<file path="src/rtl/if_stage_ibuf.sv">
// Fetch stage with split req/resp instruction SRAM port and an IB_DEPTH-entry
// instruction buffer. Handles delay slots, taken-branch redirect and flush.
module if_stage_ibuf #(
  parameter logic [31:0] RESET_PC = 32'hbfc00000,
  parameter int unsigned IB_DEPTH = 4
) (
  input  logic        clk,
  input  logic        reset,
  input  logic        ds_allowin,
  input  logic [33:0] br_bus,
  input  logic        flush,
  input  logic [31:0] flush_pc,
  output logic        fs_to_ds_valid,
  output logic [64:0] fs_to_ds_bus,
  output logic        inst_sram_req,
  output logic        inst_sram_wr,
  output logic [1:0]  inst_sram_size,
  output logic [31:0] inst_sram_addr,
  output logic [31:0] inst_sram_wdata,
  input  logic        inst_sram_addr_ok,
  input  logic        inst_sram_data_ok,
  input  logic [31:0] inst_sram_rdata
);

  localparam int unsigned PW = $clog2(IB_DEPTH);
  localparam int unsigned CW = PW + 1;

  logic        br_leave;
  logic        br_taken;
  logic [31:0] br_target;

  logic [31:0] buf_pc   [IB_DEPTH];
  logic [31:0] buf_inst [IB_DEPTH];
  logic [PW-1:0] rd_ptr;
  logic [PW-1:0] wr_ptr;
  logic [CW-1:0] count;

  logic [31:0] fetch_pc;
  logic [31:0] ipc;
  logic        outstanding;
  logic        discard;
  logic        bd_pending;
  logic        redir_pending;
  logic [31:0] redir_pc;
  logic        kill_pending;
  logic [31:0] kill_pc;

  logic        empty;
  logic        taken;
  logic        drop_younger;
  logic        squash;
  logic [31:0] redirect_pc;
  logic        pop;
  logic        accept;
  logic        resp;
  logic        push;

  assign br_leave  = br_bus[33];
  assign br_taken  = br_bus[32];
  assign br_target = br_bus[31:0];

  assign inst_sram_wr    = 1'b0;
  assign inst_sram_size  = 2'd2;
  assign inst_sram_wdata = '0;
  assign inst_sram_addr  = fetch_pc;

  always_comb begin
    empty          = (count == '0);
    taken          = br_leave && br_taken && !flush;
    drop_younger   = taken && !empty;
    squash         = flush || drop_younger;
    redirect_pc    = flush ? flush_pc : br_target;
    fs_to_ds_valid = !empty && !flush;
    pop            = fs_to_ds_valid && ds_allowin;
    inst_sram_req  = !reset && !outstanding &&
                     ((count + CW'(outstanding)) < CW'(IB_DEPTH));
    accept         = inst_sram_req && inst_sram_addr_ok;
    resp           = outstanding && inst_sram_data_ok;
    push           = resp && !discard && !squash;
  end

  always_comb begin
    fs_to_ds_bus = '0;
    if (fs_to_ds_valid) begin
      fs_to_ds_bus = {br_leave | bd_pending, buf_inst[rd_ptr], buf_pc[rd_ptr]};
    end
  end

  always_ff @(posedge clk) begin
    if (push) begin
      buf_pc[wr_ptr]   <= ipc;
      buf_inst[wr_ptr] <= inst_sram_rdata;
    end
  end

  // A taken branch keeps only the head (the delay slot), or nothing if it pops now.
  always_ff @(posedge clk or posedge reset) begin
    if (reset) begin
      rd_ptr <= '0;
      wr_ptr <= '0;
      count  <= '0;
    end else if (flush) begin
      wr_ptr <= rd_ptr;
      count  <= '0;
    end else if (drop_younger) begin
      if (pop) begin
        rd_ptr <= rd_ptr + PW'(1);
        wr_ptr <= rd_ptr + PW'(1);
        count  <= '0;
      end else begin
        wr_ptr <= rd_ptr + PW'(1);
        count  <= CW'(1);
      end
    end else begin
      if (push) wr_ptr <= wr_ptr + PW'(1);
      if (pop)  rd_ptr <= rd_ptr + PW'(1);
      count <= count + CW'(push) - CW'(pop);
    end
  end

  // A request already on the bus must keep its address until accepted; a
  // redirect that arrives meanwhile is parked in kill_pc and applied at accept.
  always_ff @(posedge clk or posedge reset) begin
    if (reset) begin
      fetch_pc      <= RESET_PC;
      ipc           <= '0;
      outstanding   <= 1'b0;
      discard       <= 1'b0;
      redir_pending <= 1'b0;
      redir_pc      <= '0;
      kill_pending  <= 1'b0;
      kill_pc       <= '0;
    end else if (accept) begin
      outstanding <= 1'b1;
      ipc         <= fetch_pc;
      if (squash) begin
        discard       <= 1'b1;
        fetch_pc      <= redirect_pc;
        kill_pending  <= 1'b0;
        redir_pending <= 1'b0;
      end else if (kill_pending) begin
        discard      <= 1'b1;
        fetch_pc     <= kill_pc;
        kill_pending <= 1'b0;
        if (taken) begin
          redir_pending <= 1'b1;
          redir_pc      <= br_target;
        end
      end else if (taken) begin
        fetch_pc      <= br_target;
        redir_pending <= 1'b0;
      end else if (redir_pending) begin
        fetch_pc      <= redir_pc;
        redir_pending <= 1'b0;
      end else begin
        fetch_pc <= fetch_pc + 32'd4;
      end
    end else begin
      if (resp) begin
        outstanding <= 1'b0;
        discard     <= 1'b0;
      end
      if (squash) begin
        if (outstanding && !inst_sram_data_ok) discard <= 1'b1;
        if (inst_sram_req) begin
          kill_pending <= 1'b1;
          kill_pc      <= redirect_pc;
        end else begin
          fetch_pc <= redirect_pc;
        end
        if (flush) redir_pending <= 1'b0;
      end else if (taken) begin
        if (outstanding) begin
          fetch_pc <= br_target;
        end else begin
          redir_pending <= 1'b1;
          redir_pc      <= br_target;
        end
      end
    end
  end

  always_ff @(posedge clk or posedge reset) begin
    if (reset) begin
      bd_pending <= 1'b0;
    end else if (flush || pop) begin
      bd_pending <= 1'b0;
    end else if (br_leave) begin
      bd_pending <= 1'b1;
    end
  end

endmodule

</file>
<file path="config.mk">
export PLATFORM = sky130hd
export DESIGN_NAME = if_stage_ibuf
export DESIGN_NICKNAME = d
export VERILOG_FILES = /design/src/rtl/if_stage_ibuf.sv
export SDC_FILE = /design/constraint.sdc
export NUM_CORES = 1
export LEC_CHECK = 0
export CORE_MARGIN = 2
export CORE_UTILIZATION = 26
export DETAILED_ROUTE_END_ITERATION = 12
export HOLD_SLACK_MARGIN = 0.06
export PLACE_DENSITY = 0.45
export SKIP_CTS_REPAIR_TIMING = 1
export SLEW_MARGIN = 20
export SYNTH_ARGS = -nofsm -noshare
export SYNTH_HDL_FRONTEND = slang
export SYNTH_SLANG_ARGS = --single-unit
</file>
<file path="constraint.sdc">
create_clock -name clk -period 6.54 [get_ports clk]
set_input_delay 1.308 -clock clk [delete_from_list [all_inputs] [get_ports clk]]
set_output_delay 1.308 -clock clk [all_outputs]
set_load 0.02 [all_outputs]
</file>
==> results.json <==
{
  "grt_pass1_wl_um": 74600,
  "synthFlopType": "edfxtp_1",
  "clk_pin_slew_ns": 0.06,
  "clk_latency_ns": 0.57,
  "via_per_inst": 4.63,
  "cts.path.max_buffers": 3,
  "worst_slew_pin_slew_ns": 1.12,
  "skew_ns": 0.0112,
  "grt_max_degree": 99,
  "pin_count": 238,
  "finalSetupViolations": 0,
  "worstPathRequired_ns": 5.23,
  "netlist_instances": 1256,
  "crit_path_top_delay_cell": "dfrtp_4",
  "area_growth_pct": 24.5,
  "powerDensity_nw_per_um2": 407,
  "path_class": "reg -> out",
  "crit_fanout": 26,
  "max_cap_viol_count": 0,
  "synth_area_leaders": "edfxtp_1, dfrtp_1, mux4_2",
  "p_leak_nw": 8.02,
  "r2r_setup_slack_ns": 3.21,
  "layout-drive-gt1-share": 0.175,
  "synth_area_per_cell_um2": 14.2,
  "slew_violations": 0,
  "drtPass1Iterations": 5,
  "wl_um": 49600,
  "routedWlPerCell_um": 20.9,
  "crit_chain": "buf_16, buf_4, mux4_2, and2_1, clkdlybuf4s50_1",
  "netlist.area_leader.share": 0.431,
  "crit_path_max_incr_delay_ns": 0.73,
  "port_buffers": 202,
  "wl_met2_um": 23100,
  "holdWs_ns": 0.477,
  "fillCellCount": 6764,
  "cp_top_family": "buffers and inverters",
  "dieArea_um2": 70700,
  "cts_tree": "done",
  "reg2regPathDepth": 4,
  "worst-path-buf-inv": 3,
  "grt_pass1_vias": 11431,
  "setup_ws_ns": 1.99,
  "synth-edff-count": 256,
  "ys_ff_latch": 396,
  "postRouteAntennaNets": 0,
  "period_needed_ns": 4.55,
  "fin_nets": 1560,
  "die_y_um": 266,
  "final_common_cell": "edfxtp_1",
  "cts_buffers": 47,
  "period_share": 0.696,
  "drc": 0,
  "dr_wl_met3_um": 2310,
  "rows": 96,
  "hpwl_um": 31600,
  "drt-initial-drc-count": 574,
  "clock.fmax_mhz": 220,
  "groute.usage.overall": 0.140,
  "layout_common_cells": "edfxtp_1, clkdlybuf4s50_1, nand2_1",
  "place_ws_ns": 1.83,
  "worst_setup_path_end_kind": "output port",
  "core_area_um2": 68200,
  "wl_met1_um": 23000,
  "ys_types": 76,
  "initial_core_util": 0.261,
  "clkSinkCount": 396,
  "grt_setup_unrepaired": "no",
  "route.vias.total": 10978,
  "die_w_um": 266,
  "hold_viol_final": 0,
  "total_power_mw": 9.04,
  "holdPathStages": 2,
  "hp-class": "reg -> reg",
  "yosys_warnings": 0,
  "clock-root-buffer": "clkbuf_16",
  "antenna_found_initial": 0,
  "start_kind": "flip-flop",
  "async_flop_share": 0.354,
  "critPathArrivalTime_ns": 3.24,
  "status": "complete, no violations",
  "cts_max_level": 2,
  "synthesis.area_um2": 17800,
  "gr-total-overflow": 0,
  "top_layer_used": "met4",
  "ir_worst_vdd_mv": 0.173,
  "yosysTopAreaCell": "edfxtp_1",
  "relSlewSlack": 0.250,
  "final.setup.tns_ns": 0,
  "place.gp.congestion": 0.766,
  "cp.depth": 5,
  "ys_seq_area_frac": 0.628
}
power by group:
part | internal [mW] | total [mW] | switching, mW
registers | 3.25 | 3.90 | 0.648
clock network | 1.51 | 2.55 | 1.03
logic | 1.31 | 2.60 | 1.29
cells by family after synthesis:
kind of cell / after synthesis / synth area share
flip-flops: 396 / 0.628
AND/OR/NAND/NOR: 362 / 0.103
AO/OA/AOI/OAI: 178 / 0.0683
multiplexers: 151 / 0.141
buffers and inverters: 135 / 0.0422
XOR/XNOR: 25 / 0.0123
adder cells (fa/ha/maj): 7 / 0.00533
other: 2 / 0.000421
worst paths after layout:
| path | from | end |
|---|---|---|
| min in group asynchronous | reset | bd_pending |
| worst min-delay path | kill_pc[0] | kill_pc[0] |
| worst max register to register | count[1] | buf_inst[2][3] |
| max in group asynchronous | reset | redir_pc[24] |
| worst min register to register | kill_pc[0] | kill_pc[0] |
| worst max-delay path | rd_ptr[0] | fs_to_ds_bus[53] |
cell usage after synthesis, drive strengths merged, types with 3 or more instances:
cell type,instances
nand3,40
buf,67
o221ai,4
mux4,64
mux2i,21
nand3b,4
o21ai,49
nand2b,9
ha,6
and4,5
mux2,66
o21a,3
nand4,7
or2,4
inv,16
o211ai,26
a22oi,12
clkbuf,52
edfxtp,256
o2111ai,7
a21oi,26
a31oi,8
nor3,20
nor2,34
and2,66
xor2,8
nand2,140
nor4,8
a32oi,3
a221oi,6
dfstp,9
and3,13
a211oi,10
xnor2,17
dfrtp,131
per-stage QoR:
step	cell area (um2)	std cells	utilization
detailed placement	20700	2280	0.303
global route	22200	2368	0.325
global placement	20600	2279	0.303
floorplan	18000	1289	-
finish	22200	2369	0.325
CTS	22200	2366	0.325
tightest hold or removal path: stages, from the launching register on:
cell and delay [ns]:
dfrtp_1 0.33, nand2_1 0.04, o21ai_0 0.06
flip-flops by register name (all words and copies together), names as in the netlist:
register,count
rd_ptr,2
inst_sram_addr,32
redir_pc,32
wr_ptr,2
redir_pending,1
ipc,32
outstanding,1
count,3
kill_pc,32
discard,1
buf_pc,128
kill_pending,1
buf_inst,128
bd_pending,1
per-layer routing:
layer,vias to the layer above,global-route usage
met3,73,0.0264
li1,5063,-
met1,5581,0.191
met5,-,0
met2,261,0.224
met4,0,0.0457
layout make-up:
class	count	area (um2)	share of cell area
Antenna cell	1	2.50	0.000113
Clock buffer	60	1300	0.0585
Clock inverter	26	195	0.00879
Inverter	16	65.1	0.00293
Multi-Input combinational cell	758	6050	0.273
Sequential cell	396	11200	0.505
Tap cell	882	1100	0.0497
Timing Repair Buffer	230	2270	0.102
No activity file was read; power rests on OpenSTA's default activity.
